--- src/rtl/mc_controller.sv ---
// Multi-cycle MIPS main controller: Moore FSM sequencing fetch, decode and
// per-class execute/memory/writeback states; only pc_en also depends on zero.
module mc_controller #(
  parameter int unsigned STATE_W = 4
) (
  input  logic               clk,
  input  logic               rst,
  input  logic [5:0]         opcode,
  input  logic [5:0]         funct,
  input  logic               zero,
  output logic               pc_en,
  output logic               i_or_d,
  output logic               mem_read,
  output logic               mem_write,
  output logic               ir_write,
  output logic               reg_dst,
  output logic               mem_to_reg,
  output logic               reg_write,
  output logic               alu_src_a,
  output logic [1:0]         alu_src_b,
  output logic [1:0]         pc_src,
  output logic [2:0]         alu_ctrl,
  output logic [STATE_W-1:0] dbg_state
);

  typedef enum logic [3:0] {
    S_IF    = 4'd0,
    S_ID    = 4'd1,
    S_MADDR = 4'd2,
    S_MRD   = 4'd3,
    S_LWWB  = 4'd4,
    S_MWR   = 4'd5,
    S_REX   = 4'd6,
    S_RWB   = 4'd7,
    S_BEQ   = 4'd8,
    S_IEX   = 4'd9,
    S_IWB   = 4'd10,
    S_JMP   = 4'd11
  } state_t;

  localparam logic [5:0] OP_RTYPE = 6'b000000;
  localparam logic [5:0] OP_LW    = 6'b100011;
  localparam logic [5:0] OP_SW    = 6'b101011;
  localparam logic [5:0] OP_BEQ   = 6'b000100;
  localparam logic [5:0] OP_ADDI  = 6'b001000;
  localparam logic [5:0] OP_J     = 6'b000010;

  localparam logic [2:0] ALU_AND = 3'b000;
  localparam logic [2:0] ALU_OR  = 3'b001;
  localparam logic [2:0] ALU_ADD = 3'b010;
  localparam logic [2:0] ALU_SUB = 3'b110;
  localparam logic [2:0] ALU_SLT = 3'b111;

  logic [STATE_W-1:0] state;
  logic [3:0]         nx;

  logic       pc_write_c, pc_write_cond_c;
  logic       i_or_d_c, mem_read_c, mem_write_c, ir_write_c;
  logic       reg_dst_c, mem_to_reg_c, reg_write_c, alu_src_a_c;
  logic [1:0] alu_src_b_c, pc_src_c;
  logic [2:0] alu_ctrl_c;

  logic [2:0] r_ctrl;
  logic       r_known;

  // R-type decode is shared by REX and RWB; funct is stable until the next IR load
  always_comb begin
    r_known = 1'b1;
    r_ctrl  = ALU_ADD;
    unique case (funct)
      6'b100000: r_ctrl = ALU_ADD;
      6'b100010: r_ctrl = ALU_SUB;
      6'b100100: r_ctrl = ALU_AND;
      6'b100101: r_ctrl = ALU_OR;
      6'b101010: r_ctrl = ALU_SLT;
      default: begin
        r_ctrl  = ALU_ADD;
        r_known = 1'b0;
      end
    endcase
  end

  always_ff @(posedge clk) begin
    if (rst) state <= '0;
    else     state <= STATE_W'(nx);
  end

  always_comb begin
    nx              = S_IF;
    pc_write_c      = 1'b0;
    pc_write_cond_c = 1'b0;
    i_or_d_c        = 1'b0;
    mem_read_c      = 1'b0;
    mem_write_c     = 1'b0;
    ir_write_c      = 1'b0;
    reg_dst_c       = 1'b0;
    mem_to_reg_c    = 1'b0;
    reg_write_c     = 1'b0;
    alu_src_a_c     = 1'b0;
    alu_src_b_c     = 2'b00;
    pc_src_c        = 2'b00;
    alu_ctrl_c      = 3'b000;
    case (state[3:0])
      S_IF: begin
        mem_read_c  = 1'b1;
        ir_write_c  = 1'b1;
        alu_src_b_c = 2'b01;
        alu_ctrl_c  = ALU_ADD;
        pc_write_c  = 1'b1;
        nx          = S_ID;
      end
      S_ID: begin
        alu_src_b_c = 2'b11;
        alu_ctrl_c  = ALU_ADD;
        case (opcode)
          OP_RTYPE:     nx = S_REX;
          OP_LW, OP_SW: nx = S_MADDR;
          OP_BEQ:       nx = S_BEQ;
          OP_ADDI:      nx = S_IEX;
          OP_J:         nx = S_JMP;
          default:      nx = S_IF;
        endcase
      end
      S_MADDR: begin
        alu_src_a_c = 1'b1;
        alu_src_b_c = 2'b10;
        alu_ctrl_c  = ALU_ADD;
        if (opcode == OP_LW)      nx = S_MRD;
        else if (opcode == OP_SW) nx = S_MWR;
        else                      nx = S_IF;
      end
      S_MRD: begin
        mem_read_c = 1'b1;
        i_or_d_c   = 1'b1;
        nx         = S_LWWB;
      end
      S_LWWB: begin
        reg_write_c  = 1'b1;
        mem_to_reg_c = 1'b1;
      end
      S_MWR: begin
        mem_write_c = 1'b1;
        i_or_d_c    = 1'b1;
      end
      S_REX: begin
        alu_src_a_c = 1'b1;
        alu_ctrl_c  = r_ctrl;
        nx          = r_known ? S_RWB : S_IF;
      end
      S_RWB: begin
        reg_write_c = 1'b1;
        reg_dst_c   = 1'b1;
        alu_ctrl_c  = r_ctrl;
      end
      S_BEQ: begin
        alu_src_a_c     = 1'b1;
        alu_ctrl_c      = ALU_SUB;
        pc_src_c        = 2'b01;
        pc_write_cond_c = 1'b1;
      end
      S_IEX: begin
        alu_src_a_c = 1'b1;
        alu_src_b_c = 2'b10;
        alu_ctrl_c  = ALU_ADD;
        nx          = S_IWB;
      end
      S_IWB: reg_write_c = 1'b1;
      S_JMP: begin
        pc_src_c   = 2'b10;
        pc_write_c = 1'b1;
      end
      default: nx = S_IF;
    endcase
  end

  // Reset masks every strobe combinationally so an abandoned instruction writes nothing
  assign pc_en      = ~rst & (pc_write_c | (pc_write_cond_c & zero));
  assign i_or_d     = ~rst & i_or_d_c;
  assign mem_read   = ~rst & mem_read_c;
  assign mem_write  = ~rst & mem_write_c;
  assign ir_write   = ~rst & ir_write_c;
  assign reg_dst    = ~rst & reg_dst_c;
  assign mem_to_reg = ~rst & mem_to_reg_c;
  assign reg_write  = ~rst & reg_write_c;
  assign alu_src_a  = ~rst & alu_src_a_c;
  assign alu_src_b  = rst ? '0 : alu_src_b_c;
  assign pc_src     = rst ? '0 : pc_src_c;
  assign alu_ctrl   = rst ? '0 : alu_ctrl_c;
  assign dbg_state  = state;

endmodule

--- config.mk ---
export PLATFORM = sky130hd
export DESIGN_NAME = mc_controller
export DESIGN_NICKNAME = d
export VERILOG_FILES = /design/src/rtl/mc_controller.sv
export SDC_FILE = /design/constraint.sdc
export NUM_CORES = 1
export LEC_CHECK = 0
export CAP_MARGIN = 0
export CORE_UTILIZATION = 42
export CTS_BUF_LIST = sky130_fd_sc_hd__clkbuf_8
export CTS_CLUSTER_DIAMETER = 50
export DETAILED_ROUTE_END_ITERATION = 8
export PLACE_DENSITY = 0.87
export SYNTH_ARGS = -nofsm -noshare
export SYNTH_HDL_FRONTEND = slang
export SYNTH_SLANG_ARGS = --single-unit
export TNS_END_PERCENT = 1
--- constraint.sdc ---
create_clock -name clk -period 3 [get_ports clk]
set_clock_uncertainty 0.1 [all_clocks]
set_input_delay 0.6 -clock clk [delete_from_list [all_inputs] [get_ports clk]]
set_output_delay 0.6 -clock clk [all_outputs]
set_load 0.01 [all_outputs]
==> flow_results.org <==
** CTS
- Clock tree from TritonCTS :: done
- In this run, post-CTS hold repair placed 0 buffers.
- Counting the buffers created by CTS gives 3.
- Clk buf depth :: 2
- Number of setup buffers added after CTS :: 0
- Maximum level of the CTS H-tree :: 1
- The clock net in this run drives a total of 4 sinks.
- After clock tree synthesis, the clock-pin slew on the worst setup and hold paths is 0.03 ns.
- The number of gates resized after CTS was 0.
- Skew-Pair Late Insertion Delay :: 0.22 ns
- The tree is rooted in a clkbuf_8.

** Synth
- Synth cell types :: 35
- The biggest area contributor in the post-synthesis netlist is dfxtp_1.
- For this run, the leading register cell type out of synthesis is dfxtp_1.
- Mapped Area :: just over 600 µm²
- Post-Syn Instances :: 92
- After synthesis, the share of flip-flops with an asynchronous set or reset is 0.
- For this run, the register share of the synthesized area comes to 0.129.
- Yosys mapped a number of flops with a built-in enable equal to 0.
- Yosys reg bits :: 4
- Synthesis produced a netlist with a net count of between 100 and 150.
- Yosys printed 0 warnings.
- Of the post-synthesis cell area, the dominant cell type holds 0.129.
- By area the synthesized netlist is led by dfxtp_1 13%, a21oi_1 6.5%, nor3_1 6.5%, nor2_1 5.4%, nor4_1 4.0%.
- A synthesized cell averages slightly below 7 µm².

** Critical path
- Crit-path slowest cell :: clkdlybuf4s50_1
- Crit path DAT :: 2.18 ns
- Reg-to-reg critical path startpoint :: dbg_state[0]
- Path depth of the worst reg2reg path :: 5
- Startpoint type of the worst setup path :: input port
- Cell type with the highest occurrence count on the critical path :: clkdlybuf4s50_1
- Along the worst path, the maximum fanout reaches 8.
- Setup CP Type :: input port to primary output
- Start point of the critical path :: rst
- Cell breakdown of the critical path :: clkdlybuf4s50_1, nor4_2, o21bai_1, clkdlybuf4s50_1
- For the worst setup path, the data required time is 2.30 ns.
- On the worst path, the slowest cell contributes a delay of about 0.56 ns.
- The critical path runs through a total of 4 cells.
- The worst setup path is captured at a primary output.
- The number of buffers and inverters on the critical path is 2.
- Category of cells accounting for the largest share of critical-path delay :: buffers and inverters

** Flow run
- Across the run, the number of max-cap violations was 0.

** Placed design
- The congestion estimate from routability-driven global placement came to 0.757.
- After legalization and detailed placement, the total HPWL measured ~1.4 mm.
- Including well taps, the total number of placed cells is 139.
- Input and output buffers added on the ports amount to 34.

** Final layout
- At the end of the flow, the number of nets in the layout was between 100 and 150.
- The count of cells in the finished layout, fillers not included, comes to about 140.
- In the final layout, the share of cells above drive strength 1 is 0.0945.
- Relative to the synthesized area, the layout overhead comes to 64.1%.
- Number of fillers in the final layout :: ~100
- 0 antenna diodes ended up in the layout.
- The register with the most flip-flops in the layout has 4 of them.

** Pwr
- PD cells :: 256 mW/mm²
- The worst-case IR drop observed on VDD is 0.184 mV.
- Static leakage power :: 0.347 nW

** Global routing
- Wire length of the first global-routing pass :: 2.81 mm
- Global router's overall resource usage :: 0.258
- Pin count of the biggest net entering global routing :: 20
- After global routing the overflow that remains totals 0.
- Antenna violations before repair :: 0
- The number of global-route vias before repair came to between 700 and 800.

** Timing
- For this run, the top clock speed supported by timing is 347 MHz.
- Final setup violation count :: 0
- Measured against its own limit, the worst slew margin works out to 0.637.
- The final number of max-transition violations came to 0.
- The worst path needs 2.88 ns of the cycle, external delays included.
- The number of failing hold endpoints at the final stage is 0.
- At the pin with the least slew margin, the transition time is 0.544 ns.
- Setup repair after global routing left no endpoint under its margin.
- For the final routed database, the setup TNS stands at 0 ns.
- Final cycle utilization of the critical path :: 0.961

** Detailed routing
- For this run, the detailed router's first-pass iteration total came to 4.
- WL final :: 1.84 mm
- For this run, design rule violations remaining after detail routing come to 0.
- Overall via count from detail_route :: 860
- Antenna viol nets, final :: 0
- For this block, the initial DRC count from the detailed router was 10.
- After detailed routing, the average wire length per cell comes to ~13 µm.
- Routed vias/inst :: roughly 6.1

** Floorplanning
- 35 I/O pins were placed.
- The floorplan has 13 rows.
- Area of the core :: 0.00133 mm²
- The die is ~40 µm wide.
- Effective utilization at floorplan :: 0.465
- Die footprint :: 0.00164 mm²
- Measured along the y axis, the die boundary spans 40.4 µm.

** Worst hold path
- Number of cells on the worst hold path :: 2
- The startpoint identified for the worst hold timing path is dbg_state[0].
- The min-delay analysis places its worst path in the category flop to flop.

** Status
- The flow ran to the end, and the final reports show no timing, DRC or antenna violations.
final timing paths:
path,slack (ns),to
worst max-delay path,0.12,alu_ctrl[2]
worst min-delay path,0.62,dbg_state[3]
worst max register to register,1.27,dbg_state[0]
worst min register to register,0.62,dbg_state[3]
layout make-up:
type / count / area [µm²] / share of cell area
clock buffers: 3 / 41.3 / 0.0405
multi-input cells: 81 / 498 / 0.489
flip-flops and latches: 4 / 80.1 / 0.0786
well taps: 15 / 18.8 / 0.0184
repair buffers: 39 / 380 / 0.373
cell families after synthesis:
kind of cell,count (synthesis),synth area share
simple gates,52,0.480
compound gates,24,0.238
buf+inv,7,0.0786
flops,4,0.129
xor+xnor,3,0.0423
mux,2,0.0323
layout by cell type, fill, tap and decap left out, drive strengths merged, types with 4 or more instances in the layout:
master	instances
nand3	4
or3	4
nor2	9
clkdlybuf4s50	33
nor4	4
nor3	8
a21oi	8
buf	5
nand2	5
dfxtp	4
layer usage:
| layer | vias up | global-route usage | part of all wire |
|---|---|---|---|
| met3 | 4 | 0.0556 | 0.065 |
| met1 | 399 | 0.257 | 0.41 |
| met4 | 0 | 0.183 | 0.021 |
| met5 | - | 0 | 0 |
| met2 | 32 | 0.464 | 0.50 |
| li1 | 425 | - | - |
where the power goes:
part           switching (mW)  internal [mW]
logic                  0.0392         0.0486
registers             0.00365         0.0553
clock network          0.0282         0.0855
worst min-delay path, delay by kind of cell (launching register included):
family	cells	cell delay (ns)
flip-flops	1	0.37
AND/OR/NAND/NOR	2	0.31
Yosys cell counts, drive strengths merged (2+ instances only):
cell and instances:
nor4 4, o21a 3, nor2b 2, nand2b 3
dfxtp 4, nand3 4, or2b 2, mux2i 2
nor2 9, a31oi 3, o21ai 3, or3b 2
nand4 3, nor3 8, clkbuf 3, o21bai 3
buf 4, nand2 5, a21oi 8, or3 4
xnor2 2
through the flow:
stage               hold slack, ns  power (mW)  setup slack (ns)  area [µm²]  utilization
finish                       0.615       0.260             0.117        1020        0.764
global route                 0.645       0.276            0.0318        1020        0.764
CTS                          0.611       0.262            0.0380        1010        0.757
detailed placement           0.614       0.147            0.0469         968        0.726
global placement             0.607       0.144            0.0898         968        0.726
floorplan                    0.579      0.0999             0.963         621            -
Power figures use the tool's default switching activity.
